`src/rtl/ik_swift_readback.sv`:
```
// Captures one delta row per cycle from the IK core after done, exposing them to the host as bytes.
// Latency: row r lands in the snapshot 2+r cycles after done; readdata is registered (1 cycle).
// Backpressure: none; done outside IDLE is dropped and flagged as a sticky overrun.
module ik_swift_readback #(
    parameter int NUM_JOINT = 6,
    parameter int DATA_W    = 36
) (
    input  logic              clk,
    input  logic              reset,
    input  logic              done,
    output logic [2:0]        row_select,
    input  logic [DATA_W-1:0] data,
    input  logic              chipselect,
    input  logic              read,
    input  logic [6:0]        address,
    output logic [7:0]        readdata
);

    typedef enum logic [1:0] {IDLE, CAPTURE, VALID} state_t;

    localparam logic [2:0] LAST_ROW  = 3'(NUM_JOINT - 1);
    localparam logic [6:0] LAST_ADDR = 7'(4 * NUM_JOINT + 3);

    state_t      state, state_nxt;
    logic [2:0]  cap_idx;
    logic        row_live;
    logic        valid;
    logic        overrun;
    logic        busy;
    logic [31:0] snap [NUM_JOINT];

    logic        rd_acc, last_rd, stat_rd;
    logic        start_cap, finish, ovr_set, clr_valid;
    logic [6:0]  off;
    logic [31:0] row_dat;
    logic [7:0]  rd_dat;
    logic        unused_hi;

    // The top nibble of each row is intentionally not captured.
    assign unused_hi = ^data[DATA_W-1:32];

    assign busy    = (state == CAPTURE);
    assign rd_acc  = chipselect & read;
    assign last_rd = rd_acc && (address == LAST_ADDR);
    assign stat_rd = rd_acc && (address == 7'd0);
    assign off     = address - 7'd4;

    always_comb begin
        state_nxt = state;
        start_cap = 1'b0;
        finish    = 1'b0;
        ovr_set   = 1'b0;
        clr_valid = 1'b0;
        case (state)
            IDLE: begin
                if (done) begin
                    state_nxt = CAPTURE;
                    start_cap = 1'b1;
                end
            end
            CAPTURE: begin
                ovr_set = done;
                if (row_live && cap_idx == LAST_ROW) begin
                    state_nxt = VALID;
                    finish    = 1'b1;
                end
            end
            VALID: begin
                if (last_rd) begin
                    clr_valid = 1'b1;
                    // A done racing the final read starts a fresh capture instead of overrunning.
                    if (done) begin
                        state_nxt = CAPTURE;
                        start_cap = 1'b1;
                    end else begin
                        state_nxt = IDLE;
                    end
                end else begin
                    ovr_set = done;
                end
            end
            default: state_nxt = IDLE;
        endcase
    end

    always_comb begin
        row_dat = '0;
        for (int i = 0; i < NUM_JOINT; i++) begin
            if (off[6:2] == 5'(i)) row_dat = snap[i];
        end
        rd_dat = '0;
        if (address == 7'd0) begin
            rd_dat = {5'b0, overrun, busy, valid};
        end else if (address >= 7'd4 && address <= LAST_ADDR) begin
            case (off[1:0])
                2'd0:    rd_dat = row_dat[31:24];
                2'd1:    rd_dat = row_dat[23:16];
                2'd2:    rd_dat = row_dat[15:8];
                default: rd_dat = row_dat[7:0];
            endcase
        end
    end

    always_ff @(posedge clk or negedge reset) begin
        if (!reset) begin
            state      <= IDLE;
            row_select <= '0;
            cap_idx    <= '0;
            row_live   <= 1'b0;
            valid      <= 1'b0;
            overrun    <= 1'b0;
            readdata   <= '0;
            for (int i = 0; i < NUM_JOINT; i++) snap[i] <= '0;
        end else begin
            state <= state_nxt;
            if (start_cap) begin
                row_select <= '0;
                cap_idx    <= '0;
                row_live   <= 1'b0;
            end else if (state == CAPTURE) begin
                if (row_select != LAST_ROW) row_select <= row_select + 3'd1;
                // The core registers data, so the row for row_select appears one cycle later.
                row_live <= 1'b1;
                if (row_live) begin
                    snap[cap_idx] <= data[31:0];
                    if (cap_idx != LAST_ROW) cap_idx <= cap_idx + 3'd1;
                end
            end
            if (finish)         valid <= 1'b1;
            else if (clr_valid) valid <= 1'b0;
            if (ovr_set)        overrun <= 1'b1;
            else if (stat_rd)   overrun <= 1'b0;
            if (rd_acc) readdata <= rd_dat;
        end
    end

endmodule
```
`config.mk`:
```
export PLATFORM = sky130hd
export DESIGN_NAME = ik_swift_readback
export DESIGN_NICKNAME = d
export VERILOG_FILES = /design/src/rtl/ik_swift_readback.sv
export SDC_FILE = /design/constraint.sdc
export NUM_CORES = 1
export LEC_CHECK = 0
export CORE_ASPECT_RATIO = 0.5
export CORE_MARGIN = 4
export CORE_UTILIZATION = 60
export CTS_BUF_LIST = sky130_fd_sc_hd__clkbuf_4
export DETAILED_ROUTE_END_ITERATION = 6
export PLACE_DENSITY_LB_ADDON = 0.3
export SYNTH_ARGS = -nofsm -noshare
export SYNTH_HDL_FRONTEND = slang
export SYNTH_SLANG_ARGS = --single-unit
```
`constraint.sdc`:
```
create_clock -name clk -period 2.2 [get_ports clk]
set_input_delay 0.33 -clock clk [delete_from_list [all_inputs] [get_ports clk]]
set_output_delay 0.33 -clock clk [all_outputs]
set_load 0.05 [all_outputs]
```
==> results_dict.tcl, run 1 <==
set metrics [dict create \
    outcome "completed" \
    ff2ff_setup_slack_ns 0.06 \
    total_power_mw 14.0 \
    layout-drive-gt1-share_pct 39.1 \
    path_class "input pin to flip-flop" \
    place_congestion 0.933 \
    drv_slew 0 \
    placed_cell_area_um2 11600 \
    io_pins 59 \
    fin_nets 1030 \
    synthArstFlopShare_pct 100 \
    p_switching_mw 4.34 \
    synthesis.area_um2 10300 \
    ys.flop_type "dfrtp_1" \
    finalWirelength_mm 27.8 \
    dp_hpwl_mm 18.7 \
    required_ns 2.71 \
    slew_headroom_pct 50.3 \
    yosysTopAreaCell "dfrtp_1" \
    clk_latency_ns 0.66 \
    grt_use_total_pct 28.7 \
    ys_seq_area_share_pct 51.4 \
    synth.area.top_cells "dfrtp_1, mux2_2, mux2_4, o21ai_0, a21oi_1" \
    avgSynthCellArea_um2 12.4 \
    clock-sinks 211 \
    layout_common_cells "dfrtp_1, mux2_2, buf_4, clkbuf_4, o21ai_0" \
    setup_violations 0 \
    p_clk_share_pct 22.1 \
    worstPathArrival_ns 2.68 \
    grt_first_pass_wirelength_mm 43.1 \
    wl_per_cell_um 22.5 \
    power.share.combinational_pct 30.1 \
    rows 33 \
    p_leak_nw 5.77 \
    pwr-share-seq_pct 47.8 \
    syn_to_final_growth_pct 19.9 \
    p_sw_share_pct 31.1 \
    hold_class "input pin to async pin" \
    cts-root-buf "clkbuf_4" \
    die_width_um 193 \
    antenna_found_initial 0 \
    design_area_um2 12300 \
    path_max_fanout 13 \
    grt_max_degree 67 \
    syn_inst 826 \
    layout_commonest_cell "dfrtp_1" \
    synth_cell_types 64 \
    synth_fp_nets 882 \
    dr_total_vias 7689 \
    synth_edf_count 0 \
    maxCapViolations 0 \
    period_needed_ns 2.17 \
    worstSetupEndpointType "flip-flop" \
    coreArea_um2 16600 \
    internal_power_mw 9.61 \
    drt_iter0_drc 830 \
    drc 0 \
    dpl.cell_count 1146 \
    hold_viol 0 \
    dieArea_um2 19400 \
    port_buffers 54 \
    gr-total-overflow 0 \
    start_kind "input pin" \
    firstDrtPassIters 5 \
    viasPerCell 6.23 \
    fin_worst_skew_ns 0.0367 \
    ys_seq_elements 211 \
    cts_htree_levels 2 \
    fmax_mhz 462 \
    clkTransAtPathRegs_ns 0.08 \
    vdd_ir_drop_max_uv 622 \
    cts_buffers 47 \
    postRouteAntennaNets 0 \
    worst_pin_slew_ns 0.743 \
    cts_max_path_buffers 3 \
    powerDensity_nw_per_um2 1130 \
    initial_utilization_pct 62.0 \
    post-place-ws_ns -0.776 \
    holdWs_ns 0.179 \
    layout.cells.non_filler 1235 \
    min_period_over_period_pct 98.5 \
    finalWorstSetupSlack_ns 0.0338 \
    grt_pass1_vias 7732 \
    fp.dieH_um 101 \
    yosysTopAreaCellShare_pct 51.4 \
    cts_tree "yes" \
    synth_warnings 0 \
]
sequential cells by signal, indices dropped and copies added (netlist names):
name	cells
cap_idx	3
row_live	1
readdata	8
valid	1
state	2
snap	192
overrun	1
row_select	3
logic make-up (layout without fill, tap and decap cells):
| group | count (synthesis) | in the layout | synth area share (%) |
|---|---|---|---|
| AOI/OAI and AO/OA | 204 | 204 | 12.1 |
| DFF | 211 | 211 | 51.4 |
| adders and majority gates | 8 | 8 | 0.975 |
| xor gates and xnor gates | 3 | 3 | 0.256 |
| other | 0 | 1 | 0 |
| muxes | 202 | 202 | 24.2 |
| buffers and inverters | 72 | 253 | 4.40 |
| and+or+nand+nor | 126 | 126 | 6.63 |
critical path, stage by stage:
cell and delay (ns):
clkdlybuf4s50_1 0.50, buf_4 0.18, nor4b_4 0.26, nand2_1 0.08, buf_4 0.20, buf_4 0.18
buf_4 0.15, o21ai_0 0.14, a31oi_1 0.06, buf_4 0.16, nor4_2 0.33, o21ai_1 0.10
stage by stage:
stage	TNS [ns]	util [%]
2_1_floorplan	0	-
5_1_grt	-0.00336	74.4
6_report	0	74.4
3_5_place_dp	-96.92	70.1
3_3_place_gp	-87.08	70.1
4_1_cts	0	73.7
area by class of cell:
type / count / area, um2
Antenna cell: 1 / 2.50
Clock buffer: 73 / 548
Clock inverter: 9 / 38.8
Fill cell: 1053 / 4240
Inverter: 14 / 52.6
Multi-Input combinational cell: 543 / 4580
Sequential cell: 211 / 5280
Tap cell: 227 / 284
Timing Repair Buffer: 157 / 1530
cells in the mapped netlist (3+ instances only):
library cell	n
a2111oi_0	3
a211oi_1	4
a21oi_1	46
a22oi_1	5
a31oi_1	15
buf_2	10
buf_4	5
buf_6	11
buf_8	6
clkbuf_1	24
dfrtp_1	211
ha_1	8
inv_1	14
mux2_1	5
mux2_2	129
mux2_4	60
mux2i_1	8
nand2_1	37
nand2_2	4
nand3_1	3
nor2_1	40
nor3_1	7
o211ai_1	10
o21ai_0	67
o21ai_1	7
o221ai_1	3
o22ai_1	8
o311ai_0	5
o31ai_1	11
o32ai_1	5
or2_2	4
or3_1	3
power groups by stage:
stage | clock network [mW] | registers [mW] | logic (mW)
after floorplan | 0 | 6.43 | 3.08
after detailed placement | 0 | 6.66 | 4.15
after global placement | 0 | 6.55 | 3.95
after CTS | 3.12 | 6.61 | 4.13
after global routing | 3.33 | 6.80 | 4.52
final | 3.08 | 6.67 | 4.20
final timing paths:
check	cells after the start	from	to
hold reg to reg	1	snap[31]	snap[31]
max in group asynchronous	3	reset	snap[188]
hold / removal	2	reset	snap[52]
setup / recovery	12	address[4]	readdata[7]
min in group clk	2	data[29]	snap[29]
setup reg to reg	8	state[0]	snap[28]
per-layer routing:
metal / track usage (%) / wire (um) / vias up
met5: 0 / 0 / -
met4: 6.53 / 544 / 0
met3: 7.27 / 2810 / 58
met2: 43.6 / 12200 / 439
met1: 42.4 / 12200 / 3849
li1: - / - / 3343
what timing repair did:
| item | in CTS | in global routing |
|---|---|---|
| pin swaps | 0 | 2 |
| setup buffers | 0 | 2 |
| cloned | 0 | 3 |
| endpoints found under the hold margin | 141 | 0 |
| resized for setup | 11 | 9 |
| setup endpoints to repair | 11 | 100 |
| hold buffers | 1 | 0 |
(Power assumes the default switching activity.)
==> run 2, diff against run 1 <==
- CORE_ASPECT_RATIO: 0.5 -> 1.1
- HOLD_SLACK_MARGIN: unset -> 0.15
==> run 2 against run 1 <==
Wire length shrank 0.30%; total power shrank 0.15%; first-iteration DRC count shrank 28%; sequential power is essentially flat; die area shrank 0.64%; clock power is essentially flat; cell count shrank 3.9%; sequential cell count is the same; non-clock buffer count shrank 23; critical path type is now flip-flop to flip-flop; largest power group unchanged; highest routed layer unchanged.
==> results_dict.tcl, run 2 (synthesis gave the netlist of run 1 again) <==
set metrics [dict create \
    outcome "completed" \
    p_leak_nw 5.75 \
    path_class "flip-flop to flip-flop" \
    postRouteAntennaNets 0 \
    drc 0 \
    grt_use_total_pct 29.3 \
    layout-drive-gt1-share_pct 37.7 \
    slew_headroom_pct 48.6 \
    worstPathArrival_ns 2.69 \
    clock-sinks 211 \
    grt_first_pass_wirelength_mm 45.0 \
    coreArea_um2 16600 \
    drv_slew 0 \
    finalWirelength_mm 27.7 \
    wl_per_cell_um 23.3 \
    worst_pin_slew_ns 0.768 \
    firstDrtPassIters 5 \
    hold_viol 0 \
    viasPerCell 6.48 \
    tns_ns 0 \
    dp_hpwl_mm 18.7 \
    setup_violations 0 \
    maxCapViolations 0 \
    cts_buffers 53 \
    grt_max_degree 60 \
    syn_to_final_growth_pct 18.2 \
    layout_commonest_cell "dfrtp_1" \
    grt_pass1_vias 8321 \
    rows 49 \
    cts-root-buf "clkbuf_4" \
    min_period_over_period_pct 98.2 \
    dieArea_um2 19300 \
    clk_latency_ns 0.66 \
    drt_iter0_drc 597 \
    path_max_fanout 10 \
    start_kind "flip-flop" \
    cts_tree "yes" \
    fin_worst_skew_ns 0.0353 \
    vdd_ir_drop_max_uv 692 \
    gr-total-overflow 0 \
    top_regs "snap (192), readdata (8)" \
    hold_class "input pin to async pin" \
    required_ns 2.73 \
    fin_nets 1013 \
    io_pins 59 \
    period_needed_ns 2.16 \
    fmax_mhz 463 \
    antenna_found_initial 2 \
    die_width_um 133 \
    top_register "snap" \
    largest_reg_flops 192 \
    port_buffers 54 \
    place_congestion 0.993 \
    fp.dieH_um 145 \
    worstSetupEndpointType "flip-flop" \
    postLayoutCoreUtil_pct 73.3 \
    holdWs_ns 0.221 \
    powerDensity_nw_per_um2 1150 \
    layout_common_cells "dfrtp_1, mux2_2, clkbuf_4, o21ai_0, mux2_4" \
    dr_total_vias 7691 \
    initial_utilization_pct 62.0 \
    cts_htree_levels 2 \
    clkTransAtPathRegs_ns 0.07 \
    cts_max_path_buffers 3 \
]
## run 2: cell types whose count changed in the layout (fill, tap and decap cells not counted), sizes merged
cell and delta:
buf -21, clkdlybuf4s50 -5, clkinv -4, clkinvlp -1, dlymetal6s2s +5, inv +1
## run 2: cell type report
class,count,area (um2)
clock inverters,5,20.0
diodes,1,2.50
well taps,204,255
multi-input cells,543,4560
repair buffers,134,1400
clock buffers,75,563
flip-flops and latches,211,5280
fillers,1066,4420
inverters,14,52.6
## run 2: timing repair
action | 4_1_cts | 5_1_grt
endpoints found under the hold margin | 211 | 0
gates cloned | 1 | 0
pin swaps | 0 | 2
resized for setup | 12 | 10
hold buffers | 1 | 0
buffers inserted | 1 | 2
setup endpoints to repair | 58 | 68
## run 2: metal layers
layer / track usage, % / part of all wire, % / vias to the layer above
met4: 11.4 / 3.0 / 0
met1: 38.2 / 40 / 3917
met2: 48.0 / 49 / 401
li1: - / - / 3303
met5: 0 / 0 / -
met3: 6.65 / 7.8 / 70
## run 2: worst max-delay path: stages (launching register included)
cell     delay (ns)
dfrtp_1        0.43
ha_1           0.24
and4_1         0.19
o21a_4         0.23
nor2_8         0.17
nand4_4        0.12
buf_12         0.18
buf_12         0.15
mux2_4         0.30
## run 2: worst paths after layout
| path | start | to | slack, ns | cells past startpoint |
|---|---|---|---|---|
| worst max-delay path | state[1] | snap[2] | 0.04 | 8 |
| worst min-delay path | reset | row_select[0] | 0.22 | 2 |
| worst max register to register | state[1] | snap[2] | 0.04 | 8 |
| worst min register to register | snap[65] | snap[65] | 0.49 | 1 |
| max in group asynchronous | reset | snap[41] | 1.22 | 3 |
| min in group clk | address[2] | valid | 0.31 | 4 |
## run 2: stage by stage
| stage | setup slack [ns] | total power, mW | instances | area (um2) |
|---|---|---|---|---|
| 2_1_floorplan | 0.145 | 9.52 | 826 | 10300 |
| 3_5_place_dp | -0.689 | 10.9 | 1101 | 11400 |
| 4_1_cts | 0.00824 | 13.9 | 1184 | 12100 |
| 5_1_grt | -0.00406 | 14.7 | 1187 | 12100 |
| 6_report | 0.0389 | 13.9 | 1187 | 12100 |
| 3_3_place_gp | -0.639 | 10.5 | 1101 | 11400 |
## run 2: power breakdown
part	internal (mW)	switching (mW)	total, mW
Sequential	5.64	1.05	6.69
Combinational	2.45	1.74	4.19
Clock	1.53	1.51	3.05
==> run 3, diff against run 2 <==
- CAP_MARGIN: unset -> 30
==> results of run 3 <==
Same layout as run 2: the final DEF is identical, and so are final timing and power.
